## src/rtl/instr_mem_loader.sv

```systemverilog
// -----------------------------------------------------------------------------
// instr_mem_loader
//
// Loadable instruction memory for the VSM CPU. A host streams program words in
// over a valid/ready port. The block stores and counts them, then switches to
// run mode, where the CPU fetches through a registered read port. Any location
// that was not written during the current load session reads back as FILL.
//
// Parameters
//   DATA_W  instruction word width
//   DEPTH   number of memory words (need not be a power of two)
//   FILL    word returned for locations not written in the current load
//   ADDR_W  derived, $clog2(DEPTH)
//
// Ports
//   clk         system clock, rising edge
//   rst_n       asynchronous active-low reset
//   load_start  one-cycle pulse, begins (or restarts) a load session
//   ld_valid    ld_data holds a program word
//   ld_data     program word
//   ld_last     final word of the session (qualified by ld_valid)
//   ld_ready    a word is accepted this cycle when ld_valid is high
//   rd_en       fetch request (honoured only in RUN)
//   rd_addr     fetch address
//   rd_data     fetched word, registered, holds between fetches
//   rd_valid    one-cycle pulse: rd_data was updated by a fetch
//   load_done   high while in RUN
//   word_count  words written in the last/current session
//   checksum    XOR of the words accepted in the session
//
// Build option
//   INSTR_MEM_CHECKSUM_EN  when defined, checksum is a running XOR of accepted
//                          words; otherwise checksum is tied to zero and no
//                          register exists for it.
// -----------------------------------------------------------------------------
module instr_mem_loader #(
    parameter int                 DATA_W = 8,
    parameter int                 DEPTH  = 16,
    parameter logic [DATA_W-1:0]  FILL   = '0,
    localparam int                ADDR_W = $clog2(DEPTH)
) (
    input  logic              clk,
    input  logic              rst_n,
    input  logic              load_start,
    input  logic              ld_valid,
    input  logic [DATA_W-1:0] ld_data,
    input  logic              ld_last,
    output logic              ld_ready,
    input  logic              rd_en,
    input  logic [ADDR_W-1:0] rd_addr,
    output logic [DATA_W-1:0] rd_data,
    output logic              rd_valid,
    output logic              load_done,
    output logic [ADDR_W:0]   word_count,
    output logic [DATA_W-1:0] checksum
);

    typedef enum logic [1:0] {
        IDLE = 2'd0,
        LOAD = 2'd1,
        RUN  = 2'd2
    } state_t;

    // Count value at which the word being accepted fills the last location.
    localparam logic [ADDR_W:0] LAST_CNT = (ADDR_W+1)'(DEPTH - 1);

    state_t            state_q;
    state_t            state_d;
    logic              accept;
    logic              rd_fire;
    logic [DATA_W-1:0] rd_word_p0;

    // Storage carries no reset; word_count alone says which entries are live.
    logic [DATA_W-1:0] mem [DEPTH];

    // ---------------------------------------------------------------------
    // Control FSM
    // ---------------------------------------------------------------------
    always_ff @(posedge clk or negedge rst_n) begin
        if (!rst_n) begin
            state_q <= IDLE;
        end else begin
            state_q <= state_d;
        end
    end

    // load_start has priority everywhere: it (re)enters LOAD, and any word
    // or fetch presented in the same cycle is dropped.
    always_comb begin
        state_d   = state_q;
        ld_ready  = 1'b0;
        load_done = 1'b0;
        accept    = 1'b0;
        rd_fire   = 1'b0;
        case (state_q)
            IDLE: begin
                if (load_start) begin
                    state_d = LOAD;
                end
            end
            LOAD: begin
                ld_ready = 1'b1;
                if (load_start) begin
                    state_d = LOAD;
                end else if (ld_valid) begin
                    accept = 1'b1;
                    // Leaving on the DEPTH-th word means the pointer never wraps.
                    if (ld_last || (word_count == LAST_CNT)) begin
                        state_d = RUN;
                    end
                end
            end
            RUN: begin
                load_done = 1'b1;
                if (load_start) begin
                    state_d = LOAD;
                end else begin
                    rd_fire = rd_en;
                end
            end
            default: begin
                state_d = IDLE;
            end
        endcase
    end

    // ---------------------------------------------------------------------
    // Load path: word_count doubles as the write pointer
    // ---------------------------------------------------------------------
    always_ff @(posedge clk or negedge rst_n) begin
        if (!rst_n) begin
            word_count <= '0;
        end else if (load_start) begin
            word_count <= '0;
        end else if (accept) begin
            word_count <= word_count + 1'b1;
        end
    end

    always_ff @(posedge clk) begin
        if (accept) begin
            mem[word_count[ADDR_W-1:0]] <= ld_data;
        end
    end

`ifdef INSTR_MEM_CHECKSUM_EN
    logic [DATA_W-1:0] checksum_q;

    always_ff @(posedge clk or negedge rst_n) begin
        if (!rst_n) begin
            checksum_q <= '0;
        end else if (load_start) begin
            checksum_q <= '0;
        end else if (accept) begin
            checksum_q <= checksum_q ^ ld_data;
        end
    end

    assign checksum = checksum_q;
`else
    assign checksum = '0;
`endif

    // ---------------------------------------------------------------------
    // Fetch stage p0: select stored word or FILL
    // ---------------------------------------------------------------------
    // Since word_count never exceeds DEPTH, passing the compare also keeps
    // the array index in range when DEPTH is not a power of two.
    always_comb begin
        rd_word_p0 = FILL;
        if ({1'b0, rd_addr} < word_count) begin
            rd_word_p0 = mem[rd_addr];
        end
    end

    // ---------------------------------------------------------------------
    // Fetch stage p1: registered read port
    // ---------------------------------------------------------------------
    always_ff @(posedge clk or negedge rst_n) begin
        if (!rst_n) begin
            rd_data  <= '0;
            rd_valid <= 1'b0;
        end else begin
            rd_valid <= rd_fire;
            if (rd_fire) begin
                rd_data <= rd_word_p0;
            end
        end
    end

endmodule

```

## config.mk

```make
export PLATFORM = sky130hd
export DESIGN_NAME = instr_mem_loader
export DESIGN_NICKNAME = d
export VERILOG_FILES = /design/src/rtl/instr_mem_loader.sv
export SDC_FILE = /design/constraint.sdc
export NUM_CORES = 1
export LEC_CHECK = 0
export BUFFER_PORTS_ARGS = -buffer_cell sky130_fd_sc_hd__buf_2
export CAP_MARGIN = 5
export CORE_ASPECT_RATIO = 0.8
export CORE_UTILIZATION = 40
export DETAILED_ROUTE_END_ITERATION = 10
export HOLD_SLACK_MARGIN = 0.02
export PLACE_DENSITY = 0.66
export SYNTH_ARGS = -nofsm -noshare
export SYNTH_HDL_FRONTEND = slang
export SYNTH_SLANG_ARGS = --single-unit
```

## constraint.sdc

```tcl
create_clock -name clk -period 3.3 [get_ports clk]
set_input_delay 0.99 -clock clk [delete_from_list [all_inputs] [get_ports clk]]
set_output_delay 0.99 -clock clk [all_outputs]
set_load 0.005 [all_outputs]
```

# --- After elaboration in Yosys (flattened, before gate mapping) ---
# Memory sizes are Yosys's and may differ from the RTL's.
# Cells that the tools add are included.
totals:
  mem_bits_rw: 128
  mem_count: 1
  ff_bits: 16
  out_inout_bits: 24
  word_cells: 35
op_classes:
  addsub: 1
  muxes: 17
  n_eq_ne: 6
  magnitude_cmp: 1
  reduce_logical: 5
mem_list:
  columns: ["name", "depth", "word_bits", "read_ports", "rd_clocked_by_memory_dff", "wr", "line_no", "text"]
  rows:
  - ["mem", 16, 8, 1, 0, 1, "74", "logic [DATA_W-1:0] mem [DEPTH];"]
op_table:
  columns: ["operator", "count"]
  rows:
  - ["5-bit 2-to-1 mux", 2]
  - ["1-bit 2-to-1 mux", 9]
  - ["2-bit 2-to-1 mux", 4]
  - ["8-bit 2-to-1 mux", 1]
  - ["3-bit != test, second input constant", 2]
  - ["5-bit by 1-bit adder with 5-bit output, second input constant", 1]
  - ["5-bit by 4-bit equality test with 1-bit output, second input constant", 1]
  - ["4-bit by 5-bit less-than comparator with 1-bit output", 1]
  - ["2-bit one-hot mux with 2 select lines", 1]
  - ["3-bit AND reduction", 1]
  - ["2-bit by 1-bit equality test with 1-bit output, second input constant", 1]
  - ["2-bit equality test, second input constant", 1]
  - ["2-bit logical NOT", 1]
  - ["2-bit by 1-bit != test with 1-bit output, second input constant", 1]
  - ["2-bit nonzero test", 1]
  - ["2-bit OR reduction", 1]
  - ["1-bit logical OR", 1]

# --- Logic depth before layout (Yosys ltp) ---
# Gate-level depths: netlist of the first run.
logic_depth:
  word_depth: 6
  mapped_depth: 6
  depth_no_buf: 6

# --- Worst setup path after synthesis of the first run ---
# No wires, ideal clock.
synth_timing:
  kind: "input to register"
  from: "in load_start"
  to: "mem mem[3][0] (enable)"
  cell_stages: 5
  t_required_ns: 2.917
  setup_ns: 0.383
  arrival_time_ns: 2.363
  setup_slack_ns: 0.554
  path_cell_list: "clkbuf_1 -> and3b_1 -> clkbuf_1 -> nand2_1 -> nor3_1"
synth_via:
  elab_chain_cells: 4
synth_lines:
  columns: ["element", "line_no", "text"]
  rows:
  - ["from (decl)", "44", "input logic load_start,"]
  - ["1-bit 2-to-1 mux", "103", "if (load_start) begin"]
  - ["1-bit 2-to-1 mux", "95", "case (state_q)"]
  - ["1-bit 2-to-1 mux", "141", "if (accept) begin"]
  - ["1-bit 2-to-1 mux (not written as such)", "142", "mem[word_count[ADDR_W-1:0]] <= ld_data;"]
  - ["to (decl)", "74", null]
# No other way between the ends.

# --- Worst setup path after layout of the first run ---
layout_timing:
  from: "in rd_addr[0]"
  to: "reg rd_data[7]"
layout_via:
  elab_chain_cells: 2
  elab_cells_between_ends: 3
layout_lines:
  columns: ["element", "line_no", "text"]
  rows:
  - ["from (decl)", "50", "input logic [ADDR_W-1:0] rd_addr,"]
  - ["memory 16 x 8 bit or 4-bit by 5-bit less-than comparator with 1-bit output (tied branches)", null, null]
  - ["8-bit 2-to-1 mux (*)", "171", "if ({1'b0, rd_addr} < word_count) begin"]
  - ["to (signal assigned)", "186", "rd_data <= rd_word_p0;"]
  - ["to (decl)", "51", "output logic [DATA_W-1:0] rd_data,"]
# Mark *: on every way between the ends. The rest lies on a longest branch, timed or not.
# A chain may end at the register's enable or synchronous reset.

==> flow_metrics.env, run 1 <==
export IMPL_insertion_delay_ns=0.42
export IMPL_routedWlPerCell_um=20.8
export IMPL_drt_pass1_iter_count=5
export IMPL_hold_violations=0
export IMPL_skew_ns=0.00808
export IMPL_die_area_mm2=0.0149
export IMPL_drtIter0Drc=253
export IMPL_grt_pass1_wl_mm=18.1
export IMPL_placed_cell_area_mm2=0.00618
export IMPL_vias=2938
export IMPL_yosysMostFrequentCell="edfxtp_1"
export IMPL_worst_slack_ns=0.917
export IMPL_hp_class="reg2reg"
export IMPL_hpwl_mm=7.53
export IMPL_synth_edf_count=128
export IMPL_fill_cells=1127
export IMPL_setup_viol=0
export IMPL_synthArstFlopShare_pct=11.1
export IMPL_grt_max_degree=28
export IMPL_cp_slowest_cell="mux4_2"
export IMPL_grt_ovfl_total=0
export IMPL_finalCriticalPeriod_ns=2.38
export IMPL_cts_buffers=17
export IMPL_path_class="in2reg"
export IMPL_netlist_instances=301
export IMPL_ys_top_cells_by_count="128 x edfxtp_1, 32 x mux4_2, 17 x nor2_1"
export IMPL_yosysTopAreaCell="edfxtp_1"
export IMPL_synth_distinct_cells=31
export IMPL_synth_area_per_cell_um2=19.1
export IMPL_drt_total_wl_mm=11.4
export IMPL_cp_required_ns=3.60
export IMPL_first_global_vias=3031
export IMPL_rsz0062_at_grt="false"
export IMPL_place_ws_ns=0.490
export IMPL_start_util_pct=41.8
export IMPL_dpl_cell_count=517
export IMPL_worst_pin_slew_ns=0.701
export IMPL_synth_top_area_share_pct=66.8
export IMPL_cts_clk_slew_worst_paths_ns=0.06
export IMPL_critPathCaptureType="register"
export IMPL_vdd_drop_max_mv=0.379
export IMPL_drt_vias_per_instance=5.35
export IMPL_root_buffer="clkbuf_16"
export IMPL_arrival_ns=2.68
export IMPL_post_cts_buffers=0
export IMPL_gp_congestion=0.818
export IMPL_power_density_mw_per_mm2=606
export IMPL_areaGrowthSynthToFinish_pct=17.6
export IMPL_pin_count=42
export IMPL_clockBufferDepth=2
export IMPL_n_antenna_cell=0
export IMPL_fmax_mhz=420
export IMPL_finalCritPeriodShare_pct=72.2
export IMPL_die_h_um=109
export IMPL_synth_area_leaders="edfxtp_1 67%, mux4_2 13%, dfrtp_1 7.0%"
export IMPL_worst_setup_path_start_kind="primary input"
export IMPL_rows=38
export IMPL_clock_sinks=144
export IMPL_die_w_um=136
export IMPL_power_w=0.00410
export IMPL_antenna_found_initial=0
export IMPL_track_usage_pct=17.4
export IMPL_htreeDepth=4
export IMPL_layout_drive_gt1_share_pct=31.2
export IMPL_ys_flop_type="edfxtp_1"
export IMPL_cts_hold_buffers_added=0
export IMPL_crit_fanout=27
export IMPL_syn_cell_area_mm2=0.00576
export IMPL_final_area_mm2=0.00677
export IMPL_maxCapViolCount=0
export IMPL_status="finished clean"
export IMPL_drv_slew=0
export IMPL_cts_tree="built"
export IMPL_drtAntennaViolNets=0
export IMPL_final_setup_tns_ns=0
export IMPL_coreArea_mm2=0.0138
export IMPL_io_buffers=33
export IMPL_seq_area_frac_synth_pct=73.7
export IMPL_cpPeakStageDelay_ns=0.53
export IMPL_max_slew_margin_pct=53.2
export IMPL_leakagePower_nw=2.39
export IMPL_yosys_register_bits=144
export IMPL_synth_warnings=0
export IMPL_stdcell_count=549
export IMPL_final_nets=382
export IMPL_cp_cell_sequence="buf_2 > buf_12 > mux4_2 > a22oi_1 > nand2_1 > a22o_1"
export IMPL_drc=0
export IMPL_ctsResizeCount=0
==> worst max-delay path, delay by kind of cell <==
kind | cells | cell delay (ns)
AO/OA/AOI/OAI | 2 | 0.52
multiplexers | 1 | 0.53
AND/OR/NAND/NOR | 1 | 0.11
buffers and inverters | 2 | 0.52
==> power breakdown <==
group	internal, W	switching, W	total, W
combinational	0.0000854	0.000116	0.000201
sequential	0.00201	0.0000162	0.00202
clock	0.00112	0.000750	0.00187
==> routing by layer <==
layer	up-vias	part of all wire [%]	GRT usage, %
met2	114	45	25.3
met1	1515	47	25.1
met4	0	1.2	7.06
li1	1295	-	-
met3	14	6.9	4.43
met5	-	0	0
==> worst paths after layout <==
kind | startpoint | endpoint | slack (ns) | cells past startpoint
setup / recovery | rd_addr[0] | rd_data[7] | 0.92 | 6
hold / removal | state_q[1] | state_q[0] | 0.47 | 1
setup reg to reg | state_q[0] | mem[0][0] | 1.29 | 5
hold reg to reg | state_q[1] | state_q[0] | 0.47 | 1
max in group asynchronous | rst_n | rd_data[5] | 2.51 | 1
min in group asynchronous | rst_n | word_count[2] | 0.50 | 1
==> cell usage in the layout, fill, tap and decap left out, drive strengths merged <==
| master | synthesis | routed |
|---|---|---|
| edfxtp | 128 | 128 |
| buf | 13 | 51 |
| mux4 | 32 | 32 |
| clkbuf | 9 | 18 |
| nor2 | 17 | 17 |
| nand2 | 16 | 16 |
| dfrtp | 16 | 16 |
| a22oi | 14 | 14 |
| inv | 6 | 10 |
| a22o | 8 | 8 |
| ha | 8 | 8 |
| conb | 1 | 8 |
| clkinv | 0 | 6 |
| nor2b | 5 | 5 |
| nor3 | 4 | 4 |
| a21oi | 4 | 4 |
| xnor2 | 3 | 3 |
| a21o | 3 | 3 |
| o31ai | 2 | 2 |
| nand2b | 2 | 2 |
| bufinv | 0 | 2 |
| clkinvlp | 0 | 2 |
| and3b | 1 | 1 |
| nand3b | 1 | 1 |
| and3 | 1 | 1 |
| o21ai | 1 | 1 |
| nor4 | 1 | 1 |
| mux2i | 1 | 1 |
| a211oi | 1 | 1 |
| a31oi | 1 | 1 |
| and2 | 1 | 1 |
| o21a | 1 | 1 |
==> state kept, by name, summed over array words and instances, names as in the netlist <==
signal and count:
state_q 2, rd_valid 1, rd_data 8, mem 128
word_count 5
==> metrics by stage <==
stage	hold WS (ns)	utilization (%)
finish	0.466	49.1
CTS	0.474	49.1
floorplan	0.437	-
detailed placement	0.467	44.8
global placement	0.448	44.8
global route	0.509	49.1
==> cell type report <==
| cell class | instances | area, um2 | share of cell area [%] |
|---|---|---|---|
| Sequential cell | 144 | 4240 | 62.7 |
| Multi-Input combinational cell | 136 | 1380 | 20.4 |
| Clock buffer | 18 | 429 | 6.34 |
| Timing Repair Buffer | 51 | 313 | 4.62 |
| Tap cell | 180 | 225 | 3.33 |
| Clock inverter | 14 | 156 | 2.31 |
| Inverter | 6 | 22.5 | 0.333 |
==> cell families after synthesis <==
family	after synthesis	share of synthesized area, %
compound gates	35	4.61
xor+xnor	3	0.456
fa+ha+maj	8	1.74
simple gates	49	3.93
flops	144	73.7
buf+inv	28	2.80
mux	33	12.7
other cells	1	0.0651
Note: power is estimated with default switching activity, not from simulation.
==> inputs of run 2 (changes only) <==
- PLACE_DENSITY: 0.66 -> 0.68
- clock period: 3.3 -> 2.1 ns (I/O delays scaled with it)
==> run 2 against run 1 <==
Power increased by 63%. Sequential power increased by 57%. Cell count increased by 2.4%. Clock skew increased by 0.00082 ns. Register-to-register slack got worse by 1.0 ns. Routed wire length increased by 1.6%. Largest power group unchanged.
==> flow_metrics.env, run 2 (synthesis gave the netlist of run 1 again) <==
export IMPL_layout_drive_gt1_share_pct=34.6
export IMPL_n_antenna_cell=0
export IMPL_antenna_found_initial=0
export IMPL_largest_reg_flops=128
export IMPL_worst_setup_path_start_kind="primary input"
export IMPL_power_density_mw_per_mm2=954
export IMPL_maxCapViolCount=0
export IMPL_hold_violations=0
export IMPL_insertion_delay_ns=0.42
export IMPL_crit_fanout=8
export IMPL_start_util_pct=41.8
export IMPL_final_setup_tns_ns=0
export IMPL_critPathCaptureType="register"
export IMPL_drtAntennaViolNets=0
export IMPL_finalCritPeriodShare_pct=90.8
export IMPL_track_usage_pct=17.6
export IMPL_drtIter0Drc=259
export IMPL_first_global_vias=3031
export IMPL_grt_max_degree=24
export IMPL_regArea_mm2=0.00424
export IMPL_htreeDepth=4
export IMPL_io_buffers=33
export IMPL_areaGrowthSynthToFinish_pct=21.5
export IMPL_skew_ns=0.00890
export IMPL_vdd_drop_max_mv=0.652
export IMPL_die_area_mm2=0.0149
export IMPL_die_w_um=136
export IMPL_cp_required_ns=2.40
export IMPL_cts_clk_slew_worst_paths_ns=0.06
export IMPL_final_area_mm2=0.00700
export IMPL_routedWlPerCell_um=20.6
export IMPL_vias=2936
export IMPL_post_cts_buffers=0
export IMPL_ctsResizeCount=0
export IMPL_clock_sinks=144
export IMPL_drc=0
export IMPL_setup_viol=0
export IMPL_rows=38
export IMPL_hp_class="in2async"
export IMPL_grt_ovfl_total=0
export IMPL_drt_pass1_iter_count=5
export IMPL_fmax_mhz=525
export IMPL_final_nets=395
export IMPL_die_h_um=109
export IMPL_final_common_cell="edfxtp_1"
export IMPL_root_buffer="clkbuf_16"
export IMPL_leakagePower_nw=2.50
export IMPL_status="finished clean"
export IMPL_clockBufferDepth=2
export IMPL_cts_tree="built"
export IMPL_drt_vias_per_instance=5.22
export IMPL_gp_congestion=0.812
export IMPL_arrival_ns=2.21
export IMPL_cts_hold_buffers_added=0
export IMPL_pin_count=42
export IMPL_drv_slew=0
export IMPL_placed_cell_area_mm2=0.00637
export IMPL_coreArea_mm2=0.0138
export IMPL_finalCriticalPeriod_ns=1.91
export IMPL_layout_common_cells="128 x edfxtp_1, 33 x buf_2, 32 x mux4_2"
export IMPL_drt_total_wl_mm=11.6
export IMPL_fill_cells=1130
export IMPL_rsz0062_at_grt="false"
export IMPL_grt_pass1_wl_mm=18.0
export IMPL_hpwl_mm=7.79
export IMPL_path_class="in2reg"
export IMPL_multi_input_area_mm2=0.00141
export IMPL_cts_buffers=17
==> run 2: cell count changes in the layout (fill, tap and decap cells not counted), sizes merged <==
cell    before  now
clkbuf      18   20
inv         10    7
buf         51   64
clkinv       6    5
bufinv       2    4
==> run 2: report_power, final <==
| part | internal (W) | switching, W | total [W] |
|---|---|---|---|
| registers | 0.00316 | 0.0000236 | 0.00318 |
| logic | 0.000158 | 0.000193 | 0.000351 |
| clock network | 0.00200 | 0.00115 | 0.00315 |
==> run 2: area by class of cell <==
type                    count  area share [%]
clock buffers              20            6.24
well taps                 180            3.22
clock inverters            12            2.65
flip-flops and latches    144            60.7
repair buffers             64            6.76
inverters                   6           0.322
multi-input cells         136            20.2
==> run 2: final timing paths <==
check	from	to	slack (ns)	cells after the start
max in group asynchronous	rst_n	rd_data[2]	1.67	1
worst max register to register	state_q[0]	mem[3][0]	0.29	5
worst min register to register	state_q[1]	state_q[0]	0.49	1
worst min-delay path	rst_n	word_count[0]	0.14	1
worst max-delay path	rd_addr[0]	rd_data[0]	0.19	6
min in group clk	state_q[1]	state_q[0]	0.49	1
==> run 2: per-layer routing <==
| layer | GRT usage [%] | wire [um] | share of wire (%) | vias up |
|---|---|---|---|---|
| met5 | 0 | 0 | 0 | - |
| met3 | 5.35 | 927 | 8.0 | 4 |
| met2 | 26.1 | 5340 | 46 | 105 |
| met1 | 24.7 | 5260 | 45 | 1499 |
| li1 | - | - | - | 1328 |
| met4 | 5.95 | 63 | 0.54 | 0 |
==> run 2: stage by stage <==
stage	hold slack (ns)	power [W]	instances	util, %	worst slack [ns]
2_1_floorplan	0.334	0.00344	308	-	-0.0743
3_3_place_gp	0.446	0.00358	530	46.2	-0.233
3_5_place_dp	0.471	0.00359	530	46.2	-0.232
4_1_cts	0.136	0.00672	562	50.7	0.193
5_1_grt	0.146	0.00688	562	50.7	0.0825
6_report	0.139	0.00668	562	50.7	0.193
==> run 2: critical path: stages <==
cell and delay, ns:
buf_2 0.19, buf_4 0.25, mux4_2 0.53, a22oi_1 0.31, nand2_1 0.09, a22o_1 0.20
